===== config.mk =====
export PLATFORM = sky130hd
export DESIGN_NAME = dsp_simd_add_scheduler_flat
export DESIGN_NICKNAME = d
export VERILOG_FILES = /design/src/rtl/dsp_simd_add_scheduler_if.sv /design/src/rtl/dsp_simd_add_scheduler.sv /design/src/flat_wrapper.sv
export SDC_FILE = /design/constraint.sdc
export NUM_CORES = 1
export LEC_CHECK = 0
export BUFFER_PORTS_ARGS = -buffer_cell sky130_fd_sc_hd__buf_2
export CORE_MARGIN = 5
export CORE_UTILIZATION = 25
export DETAILED_ROUTE_END_ITERATION = 10
export GPL_ROUTABILITY_DRIVEN = 0
export PLACE_DENSITY = 0.54
export SLEW_MARGIN = 40
export SYNTH_ARGS = -nofsm -noshare
export SYNTH_HDL_FRONTEND = slang
export SYNTH_SLANG_ARGS = --single-unit

===== constraint.sdc =====
create_clock -name clk -period 11.7 [get_ports clk]
set_input_delay 1.755 -clock clk [delete_from_list [all_inputs] [get_ports clk]]
set_output_delay 1.755 -clock clk [all_outputs]
set_load 0.02 [all_outputs]

===== src/rtl/dsp_simd_add_scheduler_if.sv =====
// ---------------------------------------------------------------------------
// dsp_simd_add_scheduler_if
//
// Requester-side bundle of the SIMD adder scheduler: per-requester request
// handshake with operands, and the per-requester result strobe and data.
//
//   req_valid [NUM_REQ]         request valid, one bit per requester
//   req_ready [NUM_REQ]         request accepted this cycle
//   req_a/req_b [NUM_REQ*DATA_W] operands, slice i belongs to requester i
//   rsp_valid [NUM_REQ]         one-cycle result strobe per requester
//   rsp_data [NUM_REQ*DATA_W]   signed sum, slice i belongs to requester i
//
// Modports: master = requesters, slave = scheduler.
// ---------------------------------------------------------------------------
interface dsp_simd_add_scheduler_if #(
    parameter int NUM_REQ = 4,
    parameter int DATA_W  = 24
);
    logic [NUM_REQ-1:0]        req_valid;
    logic [NUM_REQ-1:0]        req_ready;
    logic [NUM_REQ*DATA_W-1:0] req_a;
    logic [NUM_REQ*DATA_W-1:0] req_b;
    logic [NUM_REQ-1:0]        rsp_valid;
    logic [NUM_REQ*DATA_W-1:0] rsp_data;

    modport master (
        output req_valid, req_a, req_b,
        input  req_ready, rsp_valid, rsp_data
    );

    modport slave (
        input  req_valid, req_a, req_b,
        output req_ready, rsp_valid, rsp_data
    );
endinterface


===== src/rtl/dsp_simd_add_scheduler.sv =====
// ---------------------------------------------------------------------------
// dsp_simd_add_scheduler
//
// Shares one two-lane signed SIMD adder (LATENCY clken-qualified cycles)
// between NUM_REQ requesters. Each RUN cycle a round-robin arbiter grants up
// to two requests, packs them into lanes 0/1, tracks the owners through a tag
// pipeline and registers each lane sum back into the owner's response slot.
// The adder's synchronous reset is sequenced at start-up and after a flush,
// and its clock enable is dropped whenever nothing is in flight.
//
// Ports:
//   clk, areset            clock, asynchronous active-high reset
//   req_if (slave)         requester handshake, operands and responses
//   flush / flush_done     drain in-flight ops and re-reset the adder / pulse
//   busy                   high unless in RUN with an empty tag pipeline
//   dsp_a0/b0/a1/b1        adder lane operands
//   dsp_clken, dsp_reset   adder clock enable and synchronous reset
//   dsp_add0/add1          adder lane sums
//
// Optional feature (macro DSP_SCHED_PERF_CNT_EN):
//   perf_ops         granted operations, saturating, cleared on flush_done
//   perf_idle_lanes  unused lane slots in RUN cycles with pending requests
// ---------------------------------------------------------------------------
module dsp_simd_add_scheduler #(
    parameter int NUM_REQ = 4,
    parameter int LATENCY = 2,
    parameter int DATA_W  = 24
) (
    input  logic                 clk,
    input  logic                 areset,
    dsp_simd_add_scheduler_if.slave req_if,
    input  logic                 flush,
    output logic                 flush_done,
    output logic                 busy,
    output logic [DATA_W-1:0]    dsp_a0,
    output logic [DATA_W-1:0]    dsp_b0,
    output logic [DATA_W-1:0]    dsp_a1,
    output logic [DATA_W-1:0]    dsp_b1,
    output logic                 dsp_clken,
    output logic                 dsp_reset,
    input  logic [DATA_W-1:0]    dsp_add0,
    input  logic [DATA_W-1:0]    dsp_add1
`ifdef DSP_SCHED_PERF_CNT_EN
    ,
    output logic [31:0]          perf_ops,
    output logic [31:0]          perf_idle_lanes
`endif
);

    localparam int IDW   = (NUM_REQ > 1) ? $clog2(NUM_REQ) : 1;
    localparam int CNT_W = $clog2(LATENCY + 2);

    typedef enum logic [1:0] {
        ST_INIT,
        ST_RUN,
        ST_DRAIN
    } state_e;

    typedef struct packed {
        logic           v0;
        logic [IDW-1:0] id0;
        logic           v1;
        logic [IDW-1:0] id1;
    } tag_t;

    state_e             state_q, state_d;
    logic [CNT_W-1:0]   init_cnt_q, init_cnt_d;
    logic               from_drain_q, from_drain_d;
    logic [IDW-1:0]     rr_ptr_q, rr_ptr_d;
    tag_t               tag_q [LATENCY];
    logic [NUM_REQ-1:0] rsp_valid_q, rsp_valid_d;
    logic [NUM_REQ*DATA_W-1:0] rsp_data_q;

    logic               grant_en;
    logic               grant0, grant1;
    logic [IDW-1:0]     id0, id1;
    logic [IDW-1:0]     last_id;
    logic [IDW-1:0]     idx_w;
    int                 idx;
    logic [NUM_REQ-1:0] ready_c;
    logic               pipe_busy;
    logic               init_last;
    logic [NUM_REQ-1:0] hit0, hit1;
    tag_t               tail;

    assign grant_en  = (state_q == ST_RUN) && !flush;
    assign init_last = (init_cnt_q == CNT_W'(LATENCY));
    assign tail      = tag_q[LATENCY-1];

    // Round-robin: scan cyclically from rr_ptr; the first valid requester
    // takes lane 0, the next one found takes lane 1.
    always_comb begin
        // NOTE: every variable gets a default before any condition so the
        // block stays purely combinational (no latch inferred).
        grant0 = 1'b0;
        grant1 = 1'b0;
        id0    = '0;
        id1    = '0;
        idx    = 0;
        idx_w  = '0;
        if (grant_en) begin
            for (int k = 0; k < NUM_REQ; k++) begin
                idx = int'(rr_ptr_q) + k;
                if (idx >= NUM_REQ) idx = idx - NUM_REQ;
                idx_w = IDW'(idx);
                if (req_if.req_valid[idx_w]) begin
                    if (!grant0) begin
                        grant0 = 1'b1;
                        id0    = idx_w;
                    end else if (!grant1) begin
                        grant1 = 1'b1;
                        id1    = idx_w;
                    end
                end
            end
        end
    end

    always_comb begin
        ready_c = '0;
        if (grant0) ready_c[id0] = 1'b1;
        if (grant1) ready_c[id1] = 1'b1;
    end

    assign req_if.req_ready = ready_c;

    // Unused lanes are driven to zero so idle lanes never toggle the adder.
    assign dsp_a0 = grant0 ? req_if.req_a[int'(id0)*DATA_W +: DATA_W] : '0;
    assign dsp_b0 = grant0 ? req_if.req_b[int'(id0)*DATA_W +: DATA_W] : '0;
    assign dsp_a1 = grant1 ? req_if.req_a[int'(id1)*DATA_W +: DATA_W] : '0;
    assign dsp_b1 = grant1 ? req_if.req_b[int'(id1)*DATA_W +: DATA_W] : '0;

    // Pointer moves past the last requester granted this cycle.
    always_comb begin
        last_id  = grant1 ? id1 : id0;
        rr_ptr_d = rr_ptr_q;
        if (grant0) begin
            rr_ptr_d = (int'(last_id) == NUM_REQ - 1) ? '0 : last_id + IDW'(1);
        end
    end

    always_comb begin
        pipe_busy = 1'b0;
        for (int s = 0; s < LATENCY; s++) begin
            pipe_busy = pipe_busy | tag_q[s].v0 | tag_q[s].v1;
        end
    end

    // Outputs are forced quiet while areset is held; dsp_reset stays high
    // because the state register sits in INIT.
    assign dsp_clken  = !areset && (grant0 || pipe_busy || (state_q == ST_INIT));
    assign dsp_reset  = (state_q == ST_INIT);
    assign busy       = !areset && ((state_q != ST_RUN) || pipe_busy);
    assign flush_done = (state_q == ST_INIT) && init_last && from_drain_q;

    always_comb begin
        state_d      = state_q;
        init_cnt_d   = init_cnt_q;
        from_drain_d = from_drain_q;
        unique case (state_q)
            ST_INIT: begin
                if (init_last) begin
                    state_d      = ST_RUN;
                    init_cnt_d   = '0;
                    from_drain_d = 1'b0;
                end else begin
                    init_cnt_d = init_cnt_q + CNT_W'(1);
                end
            end
            ST_RUN: begin
                if (flush) state_d = ST_DRAIN;
            end
            ST_DRAIN: begin
                if (!pipe_busy) begin
                    state_d      = ST_INIT;
                    init_cnt_d   = '0;
                    from_drain_d = 1'b1;
                end
            end
            default: state_d = ST_INIT;
        endcase
    end

    always_ff @(posedge clk or posedge areset) begin
        // NOTE: sequential state uses non-blocking assignments so every
        // register samples the pre-edge value of its inputs.
        if (areset) begin
            state_q      <= ST_INIT;
            init_cnt_q   <= '0;
            from_drain_q <= 1'b0;
            rr_ptr_q     <= '0;
        end else begin
            state_q      <= state_d;
            init_cnt_q   <= init_cnt_d;
            from_drain_q <= from_drain_d;
            rr_ptr_q     <= rr_ptr_d;
        end
    end

    // Tag pipeline mirrors the adder: it only advances when the adder does.
    always_ff @(posedge clk or posedge areset) begin
        if (areset) begin
            // NOTE: the tag pipe is reset explicitly (not left as plain
            // storage) so that ops in flight at reset never produce a response.
            for (int s = 0; s < LATENCY; s++) tag_q[s] <= '0;
        end else if (dsp_clken) begin
            tag_q[0] <= '{v0: grant0, id0: id0, v1: grant1, id1: id1};
            for (int s = 1; s < LATENCY; s++) tag_q[s] <= tag_q[s-1];
        end
    end

    // Lanes always carry distinct owners, so hit0 and hit1 never overlap.
    always_comb begin
        for (int i = 0; i < NUM_REQ; i++) begin
            hit0[i] = dsp_clken && tail.v0 && (tail.id0 == IDW'(i));
            hit1[i] = dsp_clken && tail.v1 && (tail.id1 == IDW'(i));
        end
        rsp_valid_d = hit0 | hit1;
    end

    always_ff @(posedge clk or posedge areset) begin
        if (areset) begin
            rsp_valid_q <= '0;
            rsp_data_q  <= '0;
        end else begin
            rsp_valid_q <= rsp_valid_d;
            for (int i = 0; i < NUM_REQ; i++) begin
                if (hit0[i]) rsp_data_q[i*DATA_W +: DATA_W] <= dsp_add0;
                else if (hit1[i]) rsp_data_q[i*DATA_W +: DATA_W] <= dsp_add1;
            end
        end
    end

    assign req_if.rsp_valid = rsp_valid_q;
    assign req_if.rsp_data  = rsp_data_q;

`ifdef DSP_SCHED_PERF_CNT_EN
    logic [31:0] perf_ops_q, perf_ops_d;
    logic [31:0] perf_idle_q, perf_idle_d;
    logic [1:0]  n_grant;
    logic [32:0] ops_sum, idle_sum;

    always_comb begin
        n_grant     = 2'(grant0) + 2'(grant1);
        ops_sum     = 33'(perf_ops_q) + 33'(n_grant);
        idle_sum    = 33'(perf_idle_q) + 33'(2'd2 - n_grant);
        perf_ops_d  = ops_sum[32] ? '1 : ops_sum[31:0];
        perf_idle_d = perf_idle_q;
        if ((state_q == ST_RUN) && (|req_if.req_valid)) begin
            perf_idle_d = idle_sum[32] ? '1 : idle_sum[31:0];
        end
        if (flush_done) begin
            perf_ops_d  = '0;
            perf_idle_d = '0;
        end
    end

    always_ff @(posedge clk or posedge areset) begin
        if (areset) begin
            perf_ops_q  <= '0;
            perf_idle_q <= '0;
        end else begin
            perf_ops_q  <= perf_ops_d;
            perf_idle_q <= perf_idle_d;
        end
    end

    assign perf_ops        = perf_ops_q;
    assign perf_idle_lanes = perf_idle_q;
`endif

endmodule

===== src/flat_wrapper.sv =====
// flat-port wrapper written by rule: the top's interface ports become plain ports
module dsp_simd_add_scheduler_flat 
#(
    parameter int NUM_REQ = 4,
    parameter int LATENCY = 2,
    parameter int DATA_W  = 24
)
  (clk, areset, flush, flush_done, busy, dsp_a0, dsp_b0, dsp_a1, dsp_b1, dsp_clken, dsp_reset, dsp_add0, dsp_add1, req_if_req_valid, req_if_req_a, req_if_req_b, req_if_req_ready, req_if_rsp_valid, req_if_rsp_data);
  dsp_simd_add_scheduler_if #(.NUM_REQ(NUM_REQ), .DATA_W(DATA_W)) req_if_i ();
  input  logic clk;
  input  logic areset;
  input  logic flush;
  output logic flush_done;
  output logic busy;
  output logic [DATA_W-1:0] dsp_a0;
  output logic [DATA_W-1:0] dsp_b0;
  output logic [DATA_W-1:0] dsp_a1;
  output logic [DATA_W-1:0] dsp_b1;
  output logic dsp_clken;
  output logic dsp_reset;
  input  logic [DATA_W-1:0] dsp_add0;
  input  logic [DATA_W-1:0] dsp_add1;
  input wire logic [$bits(req_if_i.req_valid)-1:0] req_if_req_valid;
  input wire logic [$bits(req_if_i.req_a)-1:0] req_if_req_a;
  input wire logic [$bits(req_if_i.req_b)-1:0] req_if_req_b;
  output wire logic [$bits(req_if_i.req_ready)-1:0] req_if_req_ready;
  output wire logic [$bits(req_if_i.rsp_valid)-1:0] req_if_rsp_valid;
  output wire logic [$bits(req_if_i.rsp_data)-1:0] req_if_rsp_data;
  assign req_if_i.req_valid = req_if_req_valid;
  assign req_if_i.req_a = req_if_req_a;
  assign req_if_i.req_b = req_if_req_b;
  assign req_if_req_ready = req_if_i.req_ready;
  assign req_if_rsp_valid = req_if_i.rsp_valid;
  assign req_if_rsp_data = req_if_i.rsp_data;
  dsp_simd_add_scheduler #(.NUM_REQ(NUM_REQ), .LATENCY(LATENCY), .DATA_W(DATA_W)) u_core (.clk(clk), .areset(areset), .req_if(req_if_i), .flush(flush), .flush_done(flush_done), .busy(busy), .dsp_a0(dsp_a0), .dsp_b0(dsp_b0), .dsp_a1(dsp_a1), .dsp_b1(dsp_b1), .dsp_clken(dsp_clken), .dsp_reset(dsp_reset), .dsp_add0(dsp_add0), .dsp_add1(dsp_add1));
endmodule

## Word-level counts from Yosys, hierarchy flattened

Cells that the tools add are included.

- Register bits: 119
- Input bits: 247
- Output and inout bits: 204
- Word-level logic and storage cells: 177

- Add/subtract/negate cells: 9
- $mul: 2
- $lt $le $gt $ge: 12
- Eq/ne operators: 14
- Shift-type cells: 4
- Multiplexer cells: 81
- Bitwise logic cells: 5
- Reduce and logical (&&, ||, !) cells: 33

Operator list:

| operator | number |
|---|---|
| 96-bit by 32-bit indexed part select with 24-bit output | 4 |
| 24-bit two-way mux | 12 |
| 2-bit two-way mux | 32 |
| 1-bit two-way mux | 26 |
| 2-bit by 3-bit less-than comparator with 1-bit output, second input constant | 6 |
| 1-bit logical AND | 17 |
| 2-bit equality test, second input constant | 6 |
| 2-bit nonzero test | 5 |
| 3-bit greater-or-equal comparator, second input constant | 3 |
| 1-bit binary-select mux with 2-bit select | 4 |
| 2-bit by 1-bit equality test with 1-bit output, second input constant | 4 |
| 2-bit by 2-bit multiplier with 4-bit output, second input constant | 2 |
| 4-bit two-way mux | 2 |
| 4-bit OR | 2 |
| 2-bit by 1-bit subtractor with 2-bit output, second input constant | 4 |
| 2-bit by 2-bit adder with 3-bit output, second input constant | 2 |
| 2-bit zero test | 3 |
| 2-bit one-hot mux with 3 select lines | 1 |
| 3-bit AND reduction | 2 |
| 2-bit by 1-bit adder with 2-bit output, second input constant | 2 |
| 1-bit demux with 2-bit select | 2 |
| 2-bit by 1-bit greater-or-equal comparator with 1-bit output, second input constant | 2 |
| 2-bit by 1-bit inequality test with 1-bit output, second input constant | 2 |
| 2-bit inequality test, second input constant | 2 |
| 8 further kinds | 13 |

## Depth between registers and ports, before layout

Gate-level depths: netlist of run 1.

- Depth after elaboration: 23
- Depth in mapped cells: 12

## Worst setup path before layout of run 1

OpenSTA, ideal clock, no wires.

- Kind: input to register
- From: input port areset
- To: register u_core.rsp_data_q[85] (netlist: u_core.req_if.rsp_data[85])
- Setup time: 0.137 ns
- Arrival: 6.152 ns
- Required time: 11.563 ns
- Setup slack: 5.411 ns
- Cell stages on the path: 6
- Buffers on the path: 2
- Cell sequence: clkbuf_1 -> inv_1 -> nand4_1 -> clkbuf_1 -> mux2i_1 -> a21oi_1

- Cells in the longest elaborated chain, start to end: 5
- Elaborated cells between the ends (all ways): 8
- Those cells by class: 1 x mux; 7 x reduce/logical

Ends and longest elaborated chain:

| item | line | RTL |
|---|---|---|
| from (decl) | flat_wrapper.sv:11 | `input logic areset;` |
| 1-bit zero test (*) | dsp_simd_add_scheduler.sv:151 | `assign dsp_clken = !areset && (grant0 \|\| pipe_busy \|\| (state_q == ST_INIT));` |
| 1-bit logical AND (*) | dsp_simd_add_scheduler.sv:151 |  |
| 1-bit logical AND, on equally long branches (2 in series) | dsp_simd_add_scheduler.sv:215, dsp_simd_add_scheduler.sv:216 |  |
| 24-bit two-way mux or 2-bit nonzero test (tied branches) | -- |  |
| to (signal, indexed assignment) | dsp_simd_add_scheduler.sv:228 | `if (hit0[i]) rsp_data_q[i*DATA_W +: DATA_W] <= dsp_add0;` |
| to (signal, indexed assignment) | dsp_simd_add_scheduler.sv:229 | `else if (hit1[i]) rsp_data_q[i*DATA_W +: DATA_W] <= dsp_add1;` |
| to (decl) | dsp_simd_add_scheduler.sv:72 | `logic [NUM_REQ*DATA_W-1:0] rsp_data_q;` |

Mark *: on every way between the ends. The rest lies on a longest branch, timed or not.
A chain may end at the register's enable or synchronous reset.

## Final worst setup path of run 1

- From: input port req_if_req_valid[0]
- To: output port dsp_a1[5]

- Cells in the longest elaborated chain, start to end: 17
- Elaborated cells between the ends (all ways): 35
- Those cells by class: 1 x mul; 1 x shift; 33 x mux

Ends and longest elaborated chain:

| item | line | RTL |
|---|---|---|
| from (decl) | flat_wrapper.sv:23 | `input wire logic [$bits(req_if_i.req_valid)-1:0] req_if_req_valid;` |
| 1-bit binary-select mux with 2-bit select | dsp_simd_add_scheduler.sv:106 | `if (req_if.req_valid[idx_w]) begin` |
| 1-bit two-way mux (not written as such) | dsp_simd_add_scheduler.sv:106 |  |
| 1-bit two-way mux | dsp_simd_add_scheduler.sv:106 |  |
| 1-bit two-way mux | dsp_simd_add_scheduler.sv:101 | `if (grant_en) begin` |
| 1-bit two-way mux | dsp_simd_add_scheduler.sv:107 | `if (!grant0) begin` |
| 1-bit two-way mux | dsp_simd_add_scheduler.sv:106 |  |
| 1-bit two-way mux | dsp_simd_add_scheduler.sv:101 |  |
| 2-bit two-way mux or 1-bit two-way mux (tied branches) | dsp_simd_add_scheduler.sv:110, dsp_simd_add_scheduler.sv:107 |  |
| 2-bit two-way mux or 1-bit two-way mux (tied branches) | dsp_simd_add_scheduler.sv:107, dsp_simd_add_scheduler.sv:106 |  |
| 2-bit two-way mux or 1-bit two-way mux (tied branches) | dsp_simd_add_scheduler.sv:106, dsp_simd_add_scheduler.sv:101 |  |
| 2-bit two-way mux | dsp_simd_add_scheduler.sv:110 | `end else if (!grant1) begin` |
| 2-bit two-way mux | dsp_simd_add_scheduler.sv:107 |  |
| 2-bit two-way mux | dsp_simd_add_scheduler.sv:106 |  |
| 2-bit two-way mux | dsp_simd_add_scheduler.sv:101 |  |
| 2-bit by 2-bit multiplier with 4-bit output | dsp_simd_add_scheduler.sv:130 | `assign dsp_a1 = grant1 ? req_if.req_a[int'(id1)*DATA_W +: DATA_W] : '0;` |
| 96-bit by 32-bit indexed part select with 24-bit output | dsp_simd_add_scheduler.sv:130 |  |
| 24-bit two-way mux (*) | dsp_simd_add_scheduler.sv:130 |  |
| to (decl) | flat_wrapper.sv:17 | `output logic [DATA_W-1:0] dsp_a1;` |

Mark *: on every way between the ends. The rest lies on a longest branch, timed or not. The select of a mux whose other input is x is not followed.

==> reports/results.ini, run 1 <==
[sta]
worstMarginPinSlew_ps=735.9
setup_viol=0
setup_tns_ps=0
rsz0062_at_grt=false
fmax_mhz=147.9
fin_crit_ps=6762
hold_violations=0
finalMaxSlewViolations=0
slew_headroom=0.5094
holdWs_ps=470.7
fin_crit_sh=0.5779
clock_skew_ps=4.768

[cts]
postCtsSetupBuffers=0
clockRootBuffer=clkbuf_16
htree_levels=4
clk_latency_ps=410
cts_tree=done
numClockSinks=119
clockBufferDepth=2
cts_resized=0
cts_made_buffers=17
clkSlewWorstSetupHoldPaths_ps=60
hold_buffers=0

[worst_setup_path]
worstPathCellList=buf_2, maj3_2, a22o_1, a2111oi_4, buf_4, and2_4, buf_4, mux2i_1, a211oi_2, buf_2
cp_slowest_cell=buf_4
critPathKind=primary input to output pin
crit_family=buffers and inverters
ff2ff_path_depth=8
worstPathArrival_ps=5010
critPathMaxFanout=35
r2r-end=u_core.rr_ptr_q[1]$_DFFE_PP0P_
cp_slowest_stage_delay_ps=590
regToRegStartpoint=u_core.rr_ptr_q[1]$_DFFE_PP0P_
worstPathRequired_ps=9950
reg2reg_slack_ps=8970
critPathCaptureType=output pin
start_kind=primary input
crit_buf_inv=4

[power]
power.switching_mw=0.9270
p_clk_frac=0.230
power.density_mw_per_mm2=170.8
intPower_mw=1.197
combPwrFrac=0.477
pwr-share-seq=0.293
peakVddDrop_mv=0.07068
p_leak_nw=5.755
swShare=0.4365

[global_routing]
grt_max_degree=69
grt_antenna_before_repair=22
grt_overflow=0
grt_pass1_wl_mm=57.90
grt_pass1_vias=9597
grt_usage=0.1793

[min_path]
min_to=u_core.req_if.rsp_data[31]$_DFFE_PP0P_
hold_depth=2
hp-class=flip-flop to flip-flop
worstHoldStart=u_core.req_if.rsp_data[31]$_DFFE_PP0P_

[placement]
place_area_sq_mm=0.01183
portBuffers=450
place_hpwl_mm=29.91

[final_layout]
seq_area_sq_mm=0.002978
multi_input_area_sq_mm=0.005832
final_nets=1626
drive_gt1_frac=0.4128
fill_cells=3893
fin_area_sq_mm=0.01243
area_growth_pct=34.10

[synth]
netlist_top_cells_area=dfrtp_1, mux2i_1, a211oi_2, o21ai_0, a211oi_1
synth-warning-count=0
synth.most_common_cell=mux2i_1
synth-seq-cells=119
syn_avg_cell_area_sq_um=9.376
syn_nets=1238
synth_flop_cell=dfrtp_1
synth_cells=989
syn_area_sq_mm=0.009273
synth-edff-count=0
async_reset_ff_frac=1.000
synth_commonest_cells=mux2i_1, dfrtp_1, o21ai_0
synth_seq_area_share=0.3211
ys_types=55
synth_area_leader_cell=dfrtp_1
netlist.area_leader.share=0.3211

[run]
drv_cap=0

[floorplanning]
core_sq_mm=0.03661
initial_core_util=0.2533
placement_rows=70
die_h_microns=202.6
die_area_sq_mm=0.04104
io_pins=451
die_width_microns=202.6

[routing]
drt_iter0_drc=423
antenna_left=0
drtPass1Iterations=5
remaining_drc_errors=0
via_per_inst=5.039
wl_per_cell_microns=20.75
vias=9444
wl_mm=38.88

[status]
status=completed

sequential cells by signal, summed over array words and instances, names as in the netlist:
| name | cells |
|---|---|
| u_core.from_drain_q | 1 |
| u_core.init_cnt_q | 2 |
| u_core.req_if.rsp_data | 96 |
| u_core.req_if.rsp_valid | 4 |
| u_core.rr_ptr_q | 2 |
| u_core.state_q | 2 |
| u_core.tag_q | 12 |
worst max-delay path by stage:
stage	startpoint	endpoint	cells after the start
floorplan	areset	u_core.req_if.rsp_data[85]$_DFFE_PP0P_	6
global placement	req_if_req_valid[2]	dsp_b0[17]	12
detailed placement	req_if_req_valid[0]	dsp_a1[5]	10
CTS	req_if_req_valid[0]	dsp_a1[5]	10
global route	req_if_req_valid[2]	dsp_a0[15]	12
finish	req_if_req_valid[0]	dsp_a1[5]	10
metrics by stage:
stage | util | cells | setup WS [ps] | total power [mW]
detailed placement | 0.3232 | 1826 | 4959 | 1.646
floorplan | - | 989 | 5411 | 1.295
finish | 0.3396 | 1874 | 4938 | 2.124
CTS | 0.3382 | 1856 | 4949 | 2.144
global placement | 0.3228 | 1826 | 4839 | 1.629
global route | 0.3396 | 1874 | 4775 | 2.259
worst reg2reg max path, stage by stage (launching register included):
cell      delay (ps)
dfrtp_1          700
inv_1            220
a211oi_1         240
a21oi_1          100
ha_1             330
mux2i_1          280
a211oi_1         170
or4_1            530
nand3_1          100
power groups by stage:
stage / Sequential [mW] / Clock [mW] / Combinational (mW)
2_1_floorplan: 0.726 / 0 / 0.569
3_3_place_gp: 0.627 / 0 / 1.00
3_5_place_dp: 0.629 / 0 / 1.02
4_1_cts: 0.623 / 0.501 / 1.02
5_1_grt: 0.641 / 0.520 / 1.10
6_report: 0.622 / 0.488 / 1.01
metal layers:
layer / vias to the layer above / share of wire / global-route usage
met5: - / 0.00033 / 0
met4: 2 / 0.040 / 0.08729
met3: 67 / 0.076 / 0.05335
met2: 427 / 0.49 / 0.3052
met1: 4485 / 0.40 / 0.2062
li1: 4463 / - / -
cells in the final DEF (no fill, tap or decap), drive strengths merged, types with 3 or more instances in the layout:
cell type and instances:
buf 468, mux2i 243, dfrtp 119, a211oi 99, o21ai 86, nand2 83
o22ai 51, nor2b 49, nor2 36, a21oi 36, clkbuf 21, diode 18
inv 11, mux2 9, nand2b 6, clkinv 5, a22o 4, nand3b 4
o211ai 4, or2 3, nor3 3, clkinvlp 3, nor3b 3
final cells by class:
class                   instances  area share
diodes                         18    0.003622
clock buffers                  21     0.03783
clock inverters                 9    0.006239
inverters                      11    0.003522
multi-input cells             760      0.4690
flip-flops and latches        119      0.2395
well taps                     468     0.04709
repair buffers                468      0.1932
logic make-up (layout without fill, tap and decap cells):
kind of cell | Yosys count | in the layout | synth area share
AO/OA/AOI/OAI | 295 | 295 | 0.2275
multiplexers | 252 | 252 | 0.2732
AND/OR/NAND/NOR | 207 | 207 | 0.1109
flip-flops | 119 | 119 | 0.3211
buffers and inverters | 110 | 509 | 0.06032
adder cells (fa/ha/maj) | 4 | 4 | 0.004992
XOR/XNOR | 2 | 2 | 0.001889
other | 0 | 18 | 0
(Power assumes the default switching activity.)
==> inputs of run 2 (changes only) <==
- clock period: 11.7 -> 6.3 ns (I/O delays scaled with it)
==> run 2 against run 1 <==
Clock-buffer cell count unchanged; power increased by 95%; critical path type unchanged; die area unchanged; sequential power increased by 86%; cell area increased by 1.6%.
==> reports/results.ini, run 2 (synthesized netlist as in run 1, its figures left out) <==
[final_layout]
fin_cells=1878  ; was 1874
final_nets=1634  ; was 1626
final_cell_mix=buf_2, mux2i_1, dfrtp_1  ; unchanged
area_growth_pct=36.22  ; was 34.10%
final_common_cell=buf_2  ; unchanged
largest_reg_flops=96  ; unchanged
drive_gt1_frac=0.4177  ; was 0.4128
fill_cells=3886  ; was 3893
fin_area_sq_mm=0.01263  ; was 0.01243 sq mm

[worst_setup_path]
critPathCaptureType=output pin  ; unchanged
start_kind=primary input  ; unchanged
worstPathRequired_ps=5350  ; was 9950 ps
critPathKind=primary input to output pin  ; unchanged
worstPathArrival_ps=3780  ; was 5010 ps
critPathMaxFanout=29  ; was 35

[global_routing]
grt_antenna_before_repair=18  ; was 22
grt_usage=0.1785  ; was 0.1793
grt_pass1_wl_mm=57.90  ; about the same
grt_max_degree=101  ; was 69
grt_overflow=0  ; unchanged
grt_pass1_vias=9799  ; was 9597

[cts]
cts_tree=done  ; unchanged
htree_levels=4  ; unchanged
clkSlewWorstSetupHoldPaths_ps=60  ; about the same
numClockSinks=119  ; unchanged
postCtsSetupBuffers=0  ; unchanged
clk_latency_ps=410  ; about the same
clockBufferDepth=2  ; unchanged
hold_buffers=0  ; unchanged
cts_resized=0  ; unchanged
cts_made_buffers=17  ; unchanged
clockRootBuffer=clkbuf_16  ; unchanged

[status]
status=completed  ; unchanged

[sta]
worstMarginPinSlew_ps=803.6  ; was 735.9 ps
setup_viol=0  ; unchanged
fin_ws_ps=1576  ; was 4938 ps
clock_skew_ps=8.197  ; was 4.768 ps
setup_tns_ps=0  ; unchanged
fmax_mhz=211.7
finalMaxSlewViolations=0  ; unchanged
hold_violations=0  ; unchanged
rsz0062_at_grt=false  ; unchanged
fin_crit_ps=4724
slew_headroom=0.4631  ; was 0.5094
fin_crit_sh=0.7498

[routing]
drtPass1Iterations=5  ; unchanged
remaining_drc_errors=0  ; unchanged
wl_per_cell_microns=20.62  ; was 20.75 microns
wl_mm=38.72  ; was 38.88 mm
drt_iter0_drc=448  ; was 423
vias=9507  ; was 9444
antenna_left=0  ; unchanged
via_per_inst=5.062  ; was 5.039

[placement]
place_hpwl_mm=29.34  ; was 29.91 mm
portBuffers=450  ; unchanged
place_area_sq_mm=0.01195  ; was 0.01183 sq mm
dpl.cell_count=1834  ; was 1826
dp_slack_ps=1560  ; was 4959 ps

[power]
peakVddDrop_mv=0.1756  ; was 0.07068 mV
power.density_mw_per_mm2=327.5  ; was 170.8 mW/mm^2
p_leak_nw=5.871  ; was 5.755 nW

[floorplanning]
die_area_sq_mm=0.04104  ; unchanged
io_pins=451  ; unchanged
die_width_microns=202.6  ; unchanged
die_h_microns=202.6  ; unchanged
placement_rows=70  ; unchanged
core_sq_mm=0.03661  ; unchanged
initial_core_util=0.2533  ; unchanged

[min_path]
hp-class=flip-flop to flip-flop  ; unchanged

[run]
drv_cap=0  ; unchanged

==> run 2: worst paths after layout <==
path	to	slack [ps]	cells past startpoint	start
setup / recovery	dsp_a1[17]	1580	9	req_if_req_valid[1]
setup reg to reg	u_core.tag_q[9]$_DFFE_PP0N_	3570	7	u_core.rr_ptr_q[1]$_DFFE_PP0P_
min in group asynchronous	u_core.init_cnt_q[0]$_DFFE_PP0P_	760	2	areset
max in group asynchronous	u_core.req_if.rsp_data[26]$_DFFE_PP0P_	4540	3	areset
hold / removal	u_core.req_if.rsp_data[31]$_DFFE_PP0P_	470	2	u_core.req_if.rsp_data[31]$_DFFE_PP0P_
hold reg to reg	u_core.req_if.rsp_data[31]$_DFFE_PP0P_	470	2	u_core.req_if.rsp_data[31]$_DFFE_PP0P_
==> run 2: layer usage <==
| layer | wire, microns | track usage |
|---|---|---|
| met1 | 15280 | 0.2062 |
| met2 | 19350 | 0.3178 |
| met3 | 2927 | 0.04760 |
| met4 | 1153 | 0.06474 |
| met5 | 0 | 0 |
==> run 2: where the power goes <==
part           total, mW  internal [mW]  switching, mW
Combinational       1.92          0.691           1.23
Clock               1.06          0.705          0.355
Sequential          1.16          0.988          0.171
Total               4.14           2.38           1.75
==> run 2: critical path, cell delays in order <==
cell and delay, ps:
buf_2 220, maj3_2 350, a22o_1 260, a2111oi_4 430, and2_4 510, buf_12 300, mux2i_1 120, a211oi_2 360
buf_2 230
==> run 2: layout make-up <==
class | count | area (sq um) | share of cell area
diodes | 12 | 30.03 | 0.002377
clock buffers | 21 | 480.5 | 0.03804
clock inverters | 11 | 168.9 | 0.01337
inverters | 11 | 46.29 | 0.003665
multi-input cells | 760 | 5837 | 0.4621
flip-flops and latches | 119 | 2978 | 0.2358
well taps | 468 | 585.6 | 0.04636
repair buffers | 476 | 2505 | 0.1983
==> run 2: per-stage QoR <==
step / utilization / power [mW] / hold slack, ps
floorplan: - / 2.406 / 444.4
global placement: 0.3249 / 3.064 / 456.2
detailed placement: 0.3263 / 3.101 / 465.4
CTS: 0.3440 / 4.178 / 478.0
global route: 0.3449 / 4.394 / 495.3
finish: 0.3450 / 4.136 / 474.4
